===== src/rtl/fadd_vector_runner.sv =====
// fadd_vector_runner
//   Runs a table of float_adder test vectors in hardware. It reads operand A,
//   operand B and the expected sum from three memories that share one address.
//   It drives the operands into the external combinational adder and compares
//   the returned sum with the expected word bit for bit. It counts passes and
//   fails and records the index of the first failing vector.
//
// Ports
//   clk, rst         clock; synchronous active-high reset
//   start, num_vec   launch a run of num_vec vectors (0..2**ADDR_W), ignored while busy
//   mem_addr, mem_rd shared read address and a one-cycle read strobe per vector
//   a_data, b_data, exp_data   memory read data, valid MEM_LAT cycles after mem_rd
//   op_a, op_b       registered operands to float_adder
//   sum              float_adder result (combinational from op_a/op_b)
//   busy, done       run in progress / run complete (done held until next start)
//   mismatch         one-cycle pulse in the compare cycle of a failing vector
//   pass_cnt, fail_cnt, first_fail_vld, first_fail_idx   run results
//
// state | meaning
// IDLE  | no run since reset; waiting for start
// ISSUE | mem_rd high for the current index
// WAIT  | waiting MEM_LAT cycles for memory data; operands captured on the last one
// CHECK | compare sum against the expected word, update results, advance
// DONE  | run complete; results held; start launches a new run
module fadd_vector_runner #(
    parameter int ADDR_W  = 5,
    parameter int DATA_W  = 32,
    parameter int MEM_LAT = 1
) (
    input  logic              clk,
    input  logic              rst,
    input  logic              start,
    input  logic [ADDR_W:0]   num_vec,
    output logic [ADDR_W-1:0] mem_addr,
    output logic              mem_rd,
    input  logic [DATA_W-1:0] a_data,
    input  logic [DATA_W-1:0] b_data,
    input  logic [DATA_W-1:0] exp_data,
    output logic [DATA_W-1:0] op_a,
    output logic [DATA_W-1:0] op_b,
    input  logic [DATA_W-1:0] sum,
    output logic              busy,
    output logic              done,
    output logic              mismatch,
    output logic [ADDR_W:0]   pass_cnt,
    output logic [ADDR_W:0]   fail_cnt,
    output logic              first_fail_vld,
    output logic [ADDR_W-1:0] first_fail_idx
);

    localparam int CNT_W = ADDR_W + 1;
    localparam int LAT_W = $clog2(MEM_LAT + 1);

    localparam logic [CNT_W-1:0]  CNT_ONE  = CNT_W'(1);
    localparam logic [ADDR_W-1:0] IDX_ONE  = ADDR_W'(1);
    localparam logic [LAT_W-1:0]  LAT_ONE  = LAT_W'(1);
    localparam logic [LAT_W-1:0]  LAT_LOAD = LAT_W'(MEM_LAT);

    localparam logic [2:0] S_IDLE  = 3'd0;
    localparam logic [2:0] S_ISSUE = 3'd1;
    localparam logic [2:0] S_WAIT  = 3'd2;
    localparam logic [2:0] S_CHECK = 3'd3;
    localparam logic [2:0] S_DONE  = 3'd4;

    logic [2:0]        state;
    logic [ADDR_W-1:0] idx;
    logic [ADDR_W-1:0] last_idx;
    logic [LAT_W-1:0]  wait_cnt;
    logic [DATA_W-1:0] exp_r;
    logic              sum_bad;

    // idx doubles as the memory address: it only changes on the way into
    // ISSUE, so the address holds its last value everywhere else.
    assign mem_addr = idx;
    assign mem_rd   = (state == S_ISSUE);
    assign busy     = (state == S_ISSUE) || (state == S_WAIT) || (state == S_CHECK);
    assign done     = (state == S_DONE);
    // Plain bit compare: +0/-0 and differing NaN payloads are failures.
    assign sum_bad  = (sum != exp_r);
    assign mismatch = (state == S_CHECK) && sum_bad;

    always_ff @(posedge clk) begin
        if (rst) begin
            state          <= S_IDLE;
            idx            <= '0;
            last_idx       <= '0;
            wait_cnt       <= '0;
            exp_r          <= '0;
            op_a           <= '0;
            op_b           <= '0;
            pass_cnt       <= '0;
            fail_cnt       <= '0;
            first_fail_vld <= 1'b0;
            first_fail_idx <= '0;
        end else begin
            case (state)
                S_IDLE, S_DONE: begin
                    if (start) begin
                        // num_vec is at most 2**ADDR_W, so num_vec-1 always fits in idx.
                        last_idx       <= ADDR_W'(num_vec - CNT_ONE);
                        pass_cnt       <= '0;
                        fail_cnt       <= '0;
                        first_fail_vld <= 1'b0;
                        first_fail_idx <= '0;
                        if (num_vec == '0) begin
                            state <= S_DONE;
                        end else begin
                            idx   <= '0;
                            state <= S_ISSUE;
                        end
                    end
                end
                S_ISSUE: begin
                    wait_cnt <= LAT_LOAD;
                    state    <= S_WAIT;
                end
                S_WAIT: begin
                    if (wait_cnt == LAT_ONE) begin
                        op_a  <= a_data;
                        op_b  <= b_data;
                        exp_r <= exp_data;
                        state <= S_CHECK;
                    end else begin
                        wait_cnt <= wait_cnt - LAT_ONE;
                    end
                end
                S_CHECK: begin
                    if (sum_bad) begin
                        fail_cnt <= fail_cnt + CNT_ONE;
                        if (!first_fail_vld) begin
                            first_fail_vld <= 1'b1;
                            first_fail_idx <= idx;
                        end
                    end else begin
                        pass_cnt <= pass_cnt + CNT_ONE;
                    end
                    if (idx == last_idx) begin
                        state <= S_DONE;
                    end else begin
                        idx   <= idx + IDX_ONE;
                        state <= S_ISSUE;
                    end
                end
                default: state <= S_IDLE;
            endcase
        end
    end

endmodule


===== config.mk =====
export PLATFORM = sky130hd
export DESIGN_NAME = fadd_vector_runner
export DESIGN_NICKNAME = d
export VERILOG_FILES = /design/src/rtl/fadd_vector_runner.sv
export SDC_FILE = /design/constraint.sdc
export NUM_CORES = 1
export LEC_CHECK = 0
export ABC_AREA = 0
export CORE_ASPECT_RATIO = 1.1
export CORE_MARGIN = 2
export CORE_UTILIZATION = 45
export CTS_CLUSTER_DIAMETER = 50
export DETAILED_ROUTE_END_ITERATION = 8
export PLACE_DENSITY = 0.84
export SLEW_MARGIN = 20
export SYNTH_ARGS = -nofsm -noshare
export SYNTH_HDL_FRONTEND = slang
export SYNTH_SLANG_ARGS = --single-unit

===== constraint.sdc =====
create_clock -name clk -period 3.3 [get_ports clk]
set_clock_uncertainty 0.1 [all_clocks]
set_input_delay 0.66 -clock clk [delete_from_list [all_inputs] [get_ports clk]]
set_output_delay 0.66 -clock clk [all_outputs]
set_load 0.01 [all_outputs]

Word level (Yosys, flattened, before mapping):

Index checks and enable logic that the tools add are counted.

* register bits after elaboration: 128
* latch bits: 0
* bits in writable memories: 0
* ROM bits: 0
* input port bits: 137
* output and inout bits: 91
* memories: 0

* add/sub/neg operators: 5
* multipliers: 0
* divide/modulo/power cells: 0
* order comparisons: 0
* equal/unequal tests: 13
* shift operators: 0
* multiplexer cells: 23
* bitwise logic cells: 0
* reductions and logical operators: 15

Operators with widths (count)
* $ne A32 B32 Y1: 1
* $mux W5: 6
* $pmux W6 S2: 2
* $pmux W5 S2: 2
* $mux W6: 3
* $ne A2 B2 Y1 const B: 7
* $add A6 B1 Y6 const B: 2
* $mux W3: 4
* $pmux W3 S4: 1
* $reduce_and A4 Y1: 2
* $eq A3 B2 Y1 const B: 2
* $logic_not A6 Y1: 1
* $reduce_and A2 Y1: 3
* $reduce_and A3 Y1: 2
* $add A5 B1 Y5 const B: 1
* $eq A5 B5 Y1: 1
* $sub A5 B1 Y5 const B: 1
* $pmux W1 S2: 2
* $reduce_bool A2 Y1: 2
* $eq A3 B1 Y1 const B: 1
* $eq A3 B3 Y1 const B: 1
* $logic_not A3 Y1: 1
* $mux W1: 3
* $logic_or A1 B1 Y1: 2
* 3 further kinds: 3

Longest topological paths before layout:

Gate-level depths: netlist (run 1).

* depth after elaboration: 4
* gate-level depth with buffers: 8
* mapped depth without buffers: 7

Worst setup path before layout (run 1):

No wires, ideal clock.

* path type: input -> output
* start: input sum[31]
* end: output mismatch
* data arrival time: 1.520 ns
* required time: 2.540 ns
* setup slack: 1.020 ns
* stages on the path: 5
* buffers on the path: 0
* cell sequence: xor2_1 nor4_1 nand4_1 o21ai_1 inv_2

* longest elaborated chain between the ends: 2

RTL lines
* start, declared: line 41 `input logic [DATA_W-1:0] sum,`
* $ne A32 B32 Y1: line 79 `assign sum_bad = (sum != exp_r);`
* $logic_and A1 B1 Y1: line 80 `assign mismatch = (state == S_CHECK) && sum_bad;`
* end, declared: line 44 `output logic mismatch,`

Every way passes these cells.

Worst setup path in the final report (run 1):

* start: input sum[2]
* end: output mismatch

Same word-level chain as after synthesis.

==> run summary, run 1 <==
Outcome = completed
Mux share of post-synthesis cell area = 2.13%
CTS tree = yes
CP Launch Type = primary input
DRC viols = 0
Syn Inst Count = 685
Layout fillers = 930
Port bufs = 227
DRT antenna net count = 0
Post-Syn Area = 0.00547 mm2
TritonCTS buffer count = 17
Worst slew pin tran = 0.804 ns
Via/cell ratio = 5.17
Pin count of the biggest net entering global routing = 76
FP Rows = 42
Worst-path clk slew = 0.05 ns
DR vias = 5516
Pwr/cell area = 522 mW/mm2
Main synth FF type = dfxtp_1
Max Clk Rate = 316 MHz
Latest clock arrival within the worst-skew pair = 0.42 ns
Worst Path Required = 2.54 ns
Die height = 120 um
Xor/xnor cell area share of the yosys netlist = 6.57%
Max Cap Violations = 0
Most used cell, CP = buf_4
Cell variety after synth = 52
Final wirelength = 16000 um
Core area = 0.0119 mm2
Root Driver = clkbuf_16
Final setup fails = 0
Delay-heaviest family, CP = buffers and inverters
Adder-cell share of the synthesized area = 0.915%
RSZ-0062 raised after global routing = no
Dpl hpwl = 11400 um
Initial Util = 45.8%
Worst hold path class = flip-flop to flip-flop
Avg WL per Cell = 15.0 um
GPL Wtd Cong = 0.849
Critical path endpoint category = output port
I/O pin count = 228
DRT iter0 DRCs = 316
Fin nets = 1041
Buf+Inv Stages, Crit Path = 5
Warnings from Yosys = 0
Synth-to-layout area growth = 54.8%
Die area = 0.0131 mm2
Slew HR = 46.4%
Final Cycle Share = 95.8%
Leak pwr = 3.09 nW
Min cycle time layout = 3.16 ns
Final Max Tran Viols = 0
Initial antenna violation count = 0
Syn nets = 826
Synth Register Bits = 128
Placed cell areas = 0.00787 mm2
Total grt overflow = 0
FFs w/ async S/R, synth = 0%
Peak VDD IR = 0.340 mV
Final setup margin = 0.138 ns
Post-route cell area = 0.00846 mm2
Critical path class = primary input to output port
CTS H-tree depth = 4
Clock sink total = 128
Die width = 109 um
Data arrival time of the critical path = 2.40 ns
Critical path cell sequence = clkdlybuf4s50_1 > xor2_1 > nor4_1 > buf_4 > nand4_1 > o21ai_1 > buf_4 > inv_2 > clkdlybuf4s15_1
First-pass GRT wire length = 25400 um
Largest family of logic cells by synthesized area = simple AND/OR/NAND/NOR gates
Critical Path Fanout Max = 2
Clock Path Buffers = 2
Largest stage delay on the critical path = 0.41 ns
GR Util All Layers = 24.9%
Post-synth EDFFs = 0
Seq/Total Area, Yosys = 46.9%
Share of cells above drive strength 1 = 6.57%
Antenna cells = 0
Synth Area in Compound Gates = 14.5%
Number of global-route vias before repair = 5170
Synth Area in Simple Gates = 24.7%
Post-place setup slack = -0.184 ns
Fin. Hold Viols = 0
DR pass1 iterations = 5
Avg Cell Area, Syn = 7.98 um2
Slowest-stage cell, CP = clkdlybuf4s50_1
[sequential cells by signal (all words and copies together), names as in the netlist]
| register | cells |
|---|---|
| exp_r | 32 |
| fail_cnt | 6 |
| first_fail_idx | 5 |
| first_fail_vld | 1 |
| last_idx | 5 |
| mem_addr | 5 |
| op_a | 32 |
| op_b | 32 |
| pass_cnt | 6 |
| state | 3 |
| wait_cnt | 1 |
[per-stage QoR]
stage	TNS (ns)	hold slack [ns]	total power, mW	utilization [%]	cells
after CTS	0	0.353	4.44	70.9	1067
after global routing	0	0.372	4.62	71.0	1067
after global placement	-0.148	0.341	2.62	66.0	1035
final	0	0.352	4.42	71.0	1067
after floorplan	0	0.348	2.21	-	685
after detailed placement	-0.184	0.345	2.63	66.0	1035
[metal layers]
layer  GRT usage (%)  wire [um]  vias to the layer above
met5               0          0                        -
met4            10.9        480                        0
li1                -          -                     2738
met2            40.8       8130                      211
met1            29.4       6220                     2534
met3            8.31       1190                       33
[cells in the final DEF (no fill, tap or decap), types with 3 or more instances in the layout]
cell type        instances
nor2_1                  21
clkbuf_1                 6
o221ai_1                 3
clkbuf_16               17
and3_1                   6
o21ai_0                  5
a211oi_1                 6
clkinv_2                 4
a21oi_1                102
o211ai_1                 3
or3_1                    3
nand2_1                218
nor3_1                   9
nand3_1                 13
buf_4                   17
xor2_1                  38
nor4b_1                  4
mux2i_1                  9
nor4_1                   8
nand4_1                  3
inv_1                    5
clkdlybuf4s50_1        225
clkbuf_8                 3
o2111ai_1                3
dfxtp_1                128
ha_1                     4
nor4_2                   4
xnor2_1                  3
o22ai_1                  3
[worst paths after layout]
path	start	end	slack (ns)	cells after the start
setup / recovery	sum[2]	mismatch	0.14	9
hold / removal	op_a[3]	op_a[3]	0.35	2
setup reg to reg	state[1]	exp_r[12]	1.04	5
hold reg to reg	op_a[3]	op_a[3]	0.35	2
[logic make-up after synthesis]
| logic type | Yosys count |
|---|---|
| fa+ha+maj | 4 |
| simple gates | 308 |
| buf+inv | 54 |
| xor+xnor | 41 |
| compound gates | 139 |
| flops | 128 |
| mux | 11 |
[layout make-up]
class	count	area, um2	area share (%)
Clock inverter	6	80.1	0.946
Timing Repair Buffer	244	2410	28.5
Tap cell	154	193	2.28
Inverter	6	22.5	0.266
Multi-Input combinational cell	503	2710	32.0
Clock buffer	26	489	5.78
Sequential cell	128	2560	30.3
[synthesized netlist by cell type, drive strengths merged (3+ instances only)]
cell type,instances,area (um2)
a211oi,7,65.1
xnor2,3,26.3
o22ai,3,18.8
nand4,3,18.8
o2111ai,3,26.3
a21oi,102,510
nand2,220,831
nand3,14,70.1
o21ai,7,35.0
buf,26,133
o211ai,3,22.5
nor2,21,78.8
nor4,12,75.1
nor3b,3,27.5
inv,6,22.5
and3,7,43.8
o221ai,3,26.3
nor3,10,61.3
nor4b,4,35.0
ha,4,50.1
mux2i,9,90.1
xor2,38,333
or3,3,18.8
dfxtp,128,2560
clkbuf,22,82.6
[where the power goes]
| group | switching (mW) | internal (mW) | total (mW) |
|---|---|---|---|
| Clock | 0.644 | 1.17 | 1.81 |
| Combinational | 0.436 | 0.430 | 0.866 |
| Sequential | 0.0876 | 1.65 | 1.74 |
| Total | 1.17 | 3.25 | 4.42 |
[repair_timing]
| item | in CTS | in global routing |
|---|---|---|
| hold buffers | 0 | 0 |
| resized for setup | 4 | 2 |
| endpoints found under the setup margin | 1 | 1 |
| pin swaps | 2 | 4 |
| buffers inserted | 0 | 0 |
[worst reg2reg max path, delay by kind of cell (launching register included)]
family                 cells  cell delay (ns)
DFF                        1             0.49
buffers and inverters      1             0.33
and+or+nand+nor            3             1.11
AOI/OAI and AO/OA          1             0.14
Power figures use the tool's default switching activity.
==> run 2: changes to the inputs <==
--- a/config.mk
+++ b/config.mk
@@ -6,11 +6,14 @@
 export NUM_CORES = 1
 export LEC_CHECK = 0
 export ABC_AREA = 0
+export CAP_MARGIN = 20
 export CORE_ASPECT_RATIO = 1.1
 export CORE_MARGIN = 2
 export CORE_UTILIZATION = 45
 export CTS_CLUSTER_DIAMETER = 50
 export DETAILED_ROUTE_END_ITERATION = 8
+export GPL_TIMING_DRIVEN = 1
+export MAX_ROUTING_LAYER = met4
 export PLACE_DENSITY = 0.84
 export SLEW_MARGIN = 20
 export SYNTH_ARGS = -nofsm -noshare
==> run 2 against run 1 <==
  * Critical path depth decreased by 1
  * Utilization unchanged
  * Combinational power about the same
  * Worst setup slack got worse by 0.0068 ns
  * Non-clock buffer count unchanged
  * Cell count unchanged
  * First-iteration DRC count increased by 9.2%
  * Total power about the same
  * Largest power group unchanged
  * Sequential power about the same
  * Global-route usage increased by 0.76 points
  * Critical endpoint unchanged
  * Largest cell class unchanged
  * Fmax decreased by 0.21%
==> run summary, run 2 (synthesis gave the netlist of run 1 again) <==
Outcome = completed
Number of global-route vias before repair = 5193 (+0.44%)
Biggest regs = exp_r (32), op_a (32), op_b (32)
Max Cap Violations = 0 (unchanged)
Min cycle time layout = 3.17 ns (+0.00677 ns)
Worst hold margin = 0.351 ns (-0.000824 ns)
DR vias = 5480 (-0.65%)
Initial Util = 45.8% (unchanged)
Die area = 0.0131 mm2 (unchanged)
Placed cell areas = 0.00787 mm2 (unchanged)
Final Cycle Share = 96.0% (+0.21 points)
Critical Path Fanout Max = 2 (unchanged)
Latest clock arrival within the worst-skew pair = 0.41 ns (about the same)
Fin. Hold Viols = 0 (unchanged)
Critical path cell sequence = clkdlybuf4s50_1 > xor2_1 > nor4_1 > nand4_1 > o21ai_1 > buf_4 > inv_2 > clkdlybuf4s15_1
Dpl hpwl = 11400 um (unchanged)
Final wirelength = 16100 um (+0.51%)
Clock sink total = 128 (unchanged)
Slew HR = 46.8% (+0.37 points)
Worst-path clk slew = 0.05 ns (about the same)
Final std cells w/o fill = 1067 (unchanged)
DRT iter0 DRCs = 345 (+9.2%)
Dpl cells = 1035 (unchanged)
Max Clk Rate = 316 MHz (-0.21%)
Fin nets = 1041 (unchanged)
DR pass1 iterations = 5 (unchanged)
Clock Path Buffers = 2 (unchanged)
Antenna cells = 0 (unchanged)
Final core occ = 71.0% (unchanged)
Delay-heaviest family, CP = buffers and inverters
FP Rows = 42 (unchanged)
Setup TNS = 0 ns (unchanged)
Worst slew pin tran = 0.798 ns (-0.00557 ns)
Die width = 109 um (unchanged)
RSZ-0062 raised after global routing = no
Via/cell ratio = 5.14 (-0.65%)
Avg WL per Cell = 15.1 um (+0.51%)
Share of cells above drive strength 1 = 6.57% (unchanged)
Worst hold path class = flip-flop to flip-flop
Largest stage delay on the critical path = 0.42 ns (about the same)
Core area = 0.0119 mm2 (unchanged)
First-pass GRT wire length = 25400 um (unchanged)
Hold buffers post-CTS = 0 (unchanged)
Pin count of the biggest net entering global routing = 76 (unchanged)
Peak VDD IR = 0.340 mV (about the same)
Post-route cell area = 0.00846 mm2 (unchanged)
Slowest-stage cell, CP = clkdlybuf4s50_1
Root Driver = clkbuf_16
Post-place setup slack = -0.184 ns (unchanged)
GPL Wtd Cong = 0.862 (+1.6%)
CP Launch Type = primary input
Pwr/cell area = 522 mW/mm2 (about the same)
CTS H-tree depth = 4 (unchanged)
Commonest non-fill, non-tap cell in the layout = clkdlybuf4s50_1
Critical path endpoint category = output port
Leak pwr = 3.09 nW (unchanged)
Critical path class = primary input to output port
GR Util All Layers = 25.7% (+0.76 points)
Port bufs = 227 (unchanged)
Buf+Inv Stages, Crit Path = 4 (-1)
Final setup fails = 0 (unchanged)
Total power = 4.42 mW (about the same)
TritonCTS buffer count = 17 (unchanged)
DRT antenna net count = 0 (unchanged)
Final setup margin = 0.131 ns (-0.00677 ns)
Final Max Tran Viols = 0 (unchanged)
Synth-to-layout area growth = 54.8% (unchanged)
CTS tree = yes
Initial antenna violation count = 0 (unchanged)
Die height = 120 um (unchanged)
DRC viols = 0 (unchanged)
Data arrival time of the critical path = 2.41 ns (about the same)
Total grt overflow = 0 (unchanged)
I/O pin count = 228 (unchanged)
Commonest non-fill, non-tap cells in the layout = clkdlybuf4s50_1 (225), nand2_1 (218), dfxtp_1 (128), a21oi_1 (102), xor2_1 (38)
Worst Path Required = 2.54 ns (about the same)
## run 2: cell counts in the layout (fill, tap and decap cells not counted)
Identical to the previous run, type by type.
## run 2: what timing repair did
item	in CTS	in global routing
resized for setup	4	2
setup endpoints to repair	1	1
setup buffers	0	0
pin swaps	2	4
## run 2: path summary, 6_finish.rpt
check / to / startpoint / cells after the start / slack (ns)
max: mismatch / sum[29] / 8 / 0.13
min: op_b[31] / op_b[31] / 2 / 0.35
max reg2reg: exp_r[12] / state[1] / 5 / 1.04
min reg2reg: op_b[31] / op_b[31] / 2 / 0.35
## run 2: cell type report
type                    count  area (um2)
fillers                   930        3460
multi-input cells         503        2710
flip-flops and latches    128        2560
repair buffers            244        2410
clock buffers              26         489
well taps                 154         193
clock inverters             6        80.1
inverters                   6        22.5
## run 2: where the power goes
| part | switching [mW] | internal (mW) | total, mW | leakage, nW |
|---|---|---|---|---|
| registers | 0.0877 | 1.65 | 1.74 | 1.03 |
| logic | 0.437 | 0.430 | 0.867 | 1.77 |
| clock network | 0.642 | 1.17 | 1.81 | 0.282 |
## run 2: worst reg2reg max path, cell delays in order, from the launching register on
cell     delay, ns
dfxtp_1       0.49
nor2b_4       0.30
and3_2        0.71
buf_4         0.34
nand2_1       0.10
a21oi_1       0.14
## run 2: metal layers
layer,vias to the layer above,global-route usage (%),part of all wire (%)
li1,2735,-,-
met1,2521,30.1,40
met2,188,40.8,51
met3,36,7.77,6.9
met4,0,10.4,2.8
met5,-,-,0
==> run 3: changes to the inputs <==
--- a/config.mk
+++ b/config.mk
@@ -8,7 +8,6 @@
 export ABC_AREA = 0
 export CAP_MARGIN = 20
 export CORE_ASPECT_RATIO = 1.1
-export CORE_MARGIN = 2
 export CORE_UTILIZATION = 45
 export CTS_CLUSTER_DIAMETER = 50
 export DETAILED_ROUTE_END_ITERATION = 8
==> run 3 against run 2 <==
  * Sequential power about the same
  * Highest routed layer unchanged
  * First-iteration DRC count is 14% lower
  * Global-route usage up 0.58 points
  * Via count stayed put
  * Sequential share of layout area decreased by 0.15 points
  * Worst hold slack gained 0.00076 ns
  * Routed wire length is 1.9% lower
  * Clock-buffer cell count rose by 3
  * Non-clock buffer count fell by 3
  * Worst setup slack improved by 0.061 ns
  * Critical path depth grew 1
==> run summary, run 3 (synthesis gave the netlist of run 1 again) <==
Worst r2r path cells = 9 (+4)
Avg WL per Cell = 14.9 um (-1.2%)
Worst Path Required = 2.54 ns (about the same)
CTS H-tree depth = 4 (unchanged)
DRC viols = 0 (unchanged)
Placed cell areas = 0.00786 mm2 (-0.19%)
Initial Util = 47.0% (+1.1 points)
Core area = 0.0116 mm2 (-2.4%)
Hold Path Sink = op_a[8]
Setup TNS = 0 ns (unchanged)
First-pass GRT wire length = 25200 um (-0.63%)
Pwr/cell area = 535 mW/mm2 (+2.4%)
Reg2reg end = fail_cnt[0]
GPL Wtd Cong = 0.818 (-5.1%)
Latest clock arrival within the worst-skew pair = 0.41 ns (about the same)
Final wirelength = 15800 um (-1.9%)
Max Clk Rate = 322 MHz (+2.0%)
Die height = 118 um (-1.7%)
Biggest regs = exp_r (32), op_a (32), op_b (32)
Share of cells above drive strength 1 = 6.81% (+0.24 points)
Final setup fails = 0 (unchanged)
Hold depth = 2 (unchanged)
Port bufs = 227 (unchanged)
Critical path endpoint category = output port
R2r startpoint = exp_r[15]
CP Launch Type = primary input
Initial antenna violation count = 0 (unchanged)
Max Cap Violations = 0 (unchanged)
Outcome = completed
Peak VDD IR = 0.310 mV (-8.9%)
Final Cycle Share = 94.2% (-1.9 points)
I/O pin count = 228 (unchanged)
Total grt overflow = 0 (unchanged)
DR vias = 5480 (unchanged)
DRT iter0 DRCs = 298 (-14%)
Critical path class = primary input to output port
Worst hold path class = flip-flop to flip-flop
CTS tree = yes
Root Driver = clkbuf_16
Commonest non-fill, non-tap cells in the layout = clkdlybuf4s50_1 (225), nand2_1 (218), dfxtp_1 (128), a21oi_1 (102), xor2_1 (38)
Slew HR = 50.5% (+3.7 points)
Final Max Tran Viols = 0 (unchanged)
Min cycle time layout = 3.11 ns (-0.0613 ns)
Fin nets = 1038 (-0.29%)
Hold wc startpoint = op_a[8]
FP Rows = 41 (-2.4%)
Final std cells w/o fill = 1060 (-0.66%)
Leak pwr = 3.10 nW (+0.62%)
Post-route cell area = 0.00851 mm2 (+0.50%)
Worst slew pin tran = 0.742 ns (-0.0558 ns)
Clock Path Buffers = 2 (unchanged)
GR Util All Layers = 26.3% (+0.58 points)
Clock sink total = 128 (unchanged)
Fin. Hold Viols = 0 (unchanged)
Number of global-route vias before repair = 5183 (-0.19%)
Post-CTS setup buffers = 0 (unchanged)
RSZ-0062 raised after global routing = no
Pin count of the biggest net entering global routing = 97 (+28%)
Die width = 107 um (-1.8%)
Dpl hpwl = 10900 um (-4.1%)
FF-to-FF setup slack = 1.18 ns (+0.14 ns)
Layout fillers = 879 (-5.5%)
DR pass1 iterations = 5 (unchanged)
Data arrival time of the critical path = 2.35 ns (-0.06 ns)
Via/cell ratio = 5.17 (+0.66%)
Synth-to-layout area growth = 55.5%
Commonest non-fill, non-tap cell in the layout = clkdlybuf4s50_1
DRT antenna net count = 0 (unchanged)
Die area = 0.0126 mm2 (-3.5%)
TritonCTS buffer count = 17 (unchanged)
Total power = 4.55 mW (+2.9%)
Dpl cells = 1028 (-0.68%)
Worst-path clk slew = 0.05 ns (about the same)
Antenna cells = 0 (unchanged)
Worst hold margin = 0.352 ns (+0.000757 ns)
Critical Path Fanout Max = 2 (unchanged)
## run 3: cell count changes in the layout (fill, tap and decap cells not counted)
cell and change:
clkinv_2 -3, clkbuf_2 +1, clkbuf_1 -3, nor4_1 -1, buf_4 -4, buf_12 +1, clkdlybuf4s15_1 -1, clkbuf_8 +6
nor4_2 +1
## run 3: final cells by class
type | instances | area [um2] | area share [%]
multi-input cells | 503 | 2710 | 31.9
repair buffers | 241 | 2390 | 28.2
clock buffers | 29 | 561 | 6.59
inverters | 6 | 22.5 | 0.265
clock inverters | 3 | 65.1 | 0.765
flip-flops and latches | 128 | 2560 | 30.1
well taps | 150 | 188 | 2.21
## run 3: per-layer routing
| layer | GRT usage [%] | routed length, um |
|---|---|---|
| met2 | 42.9 | 8020 |
| met5 | - | 0 |
| met1 | 30.8 | 6430 |
| met4 | 11.4 | 372 |
| met3 | 5.65 | 983 |
## run 3: worst max-delay path by stage
stage                        from       end  slack (ns)  depth (start not counted)
after floorplan           sum[31]  mismatch        1.02                          5
after global placement    sum[22]  mismatch       -0.24                          9
after detailed placement  sum[15]  mismatch       -0.25                          9
after CTS                 sum[22]  mismatch        0.04                          9
after global routing      sum[15]  mismatch        0.06                          9
final                     sum[15]  mismatch        0.19                          9
## run 3: power by group
part	total, mW	internal (mW)	switching, mW	leakage, nW
Clock	1.94	1.29	0.647	0.310
Sequential	1.74	1.65	0.0878	1.03
Combinational	0.864	0.428	0.436	1.76
Total	4.55	3.38	1.17	3.10
## run 3: worst max-delay path, cell delays in order
cell and delay [ns]:
clkdlybuf4s50_1 0.42, xor2_1 0.16, nor4_2 0.31, buf_4 0.16
nand4_1 0.15, o21ai_1 0.18, buf_4 0.15, inv_2 0.04
clkbuf_2 0.11
## run 3: timing repair
item / 4_1_cts / 5_1_grt
pin swaps: 2 / 4
gates cloned: 0 / 0
gates resized for setup: 4 / 4
endpoints found under the setup margin: 1 / 1
hold buffers: 0 / 0
## run 3: per-stage QoR
stage	utilization (%)	setup WS, ns
floorplan	-	1.02
global placement	67.5	-0.241
detailed placement	67.5	-0.251
CTS	73.0	0.0375
global route	73.1	0.0643
finish	73.1	0.192
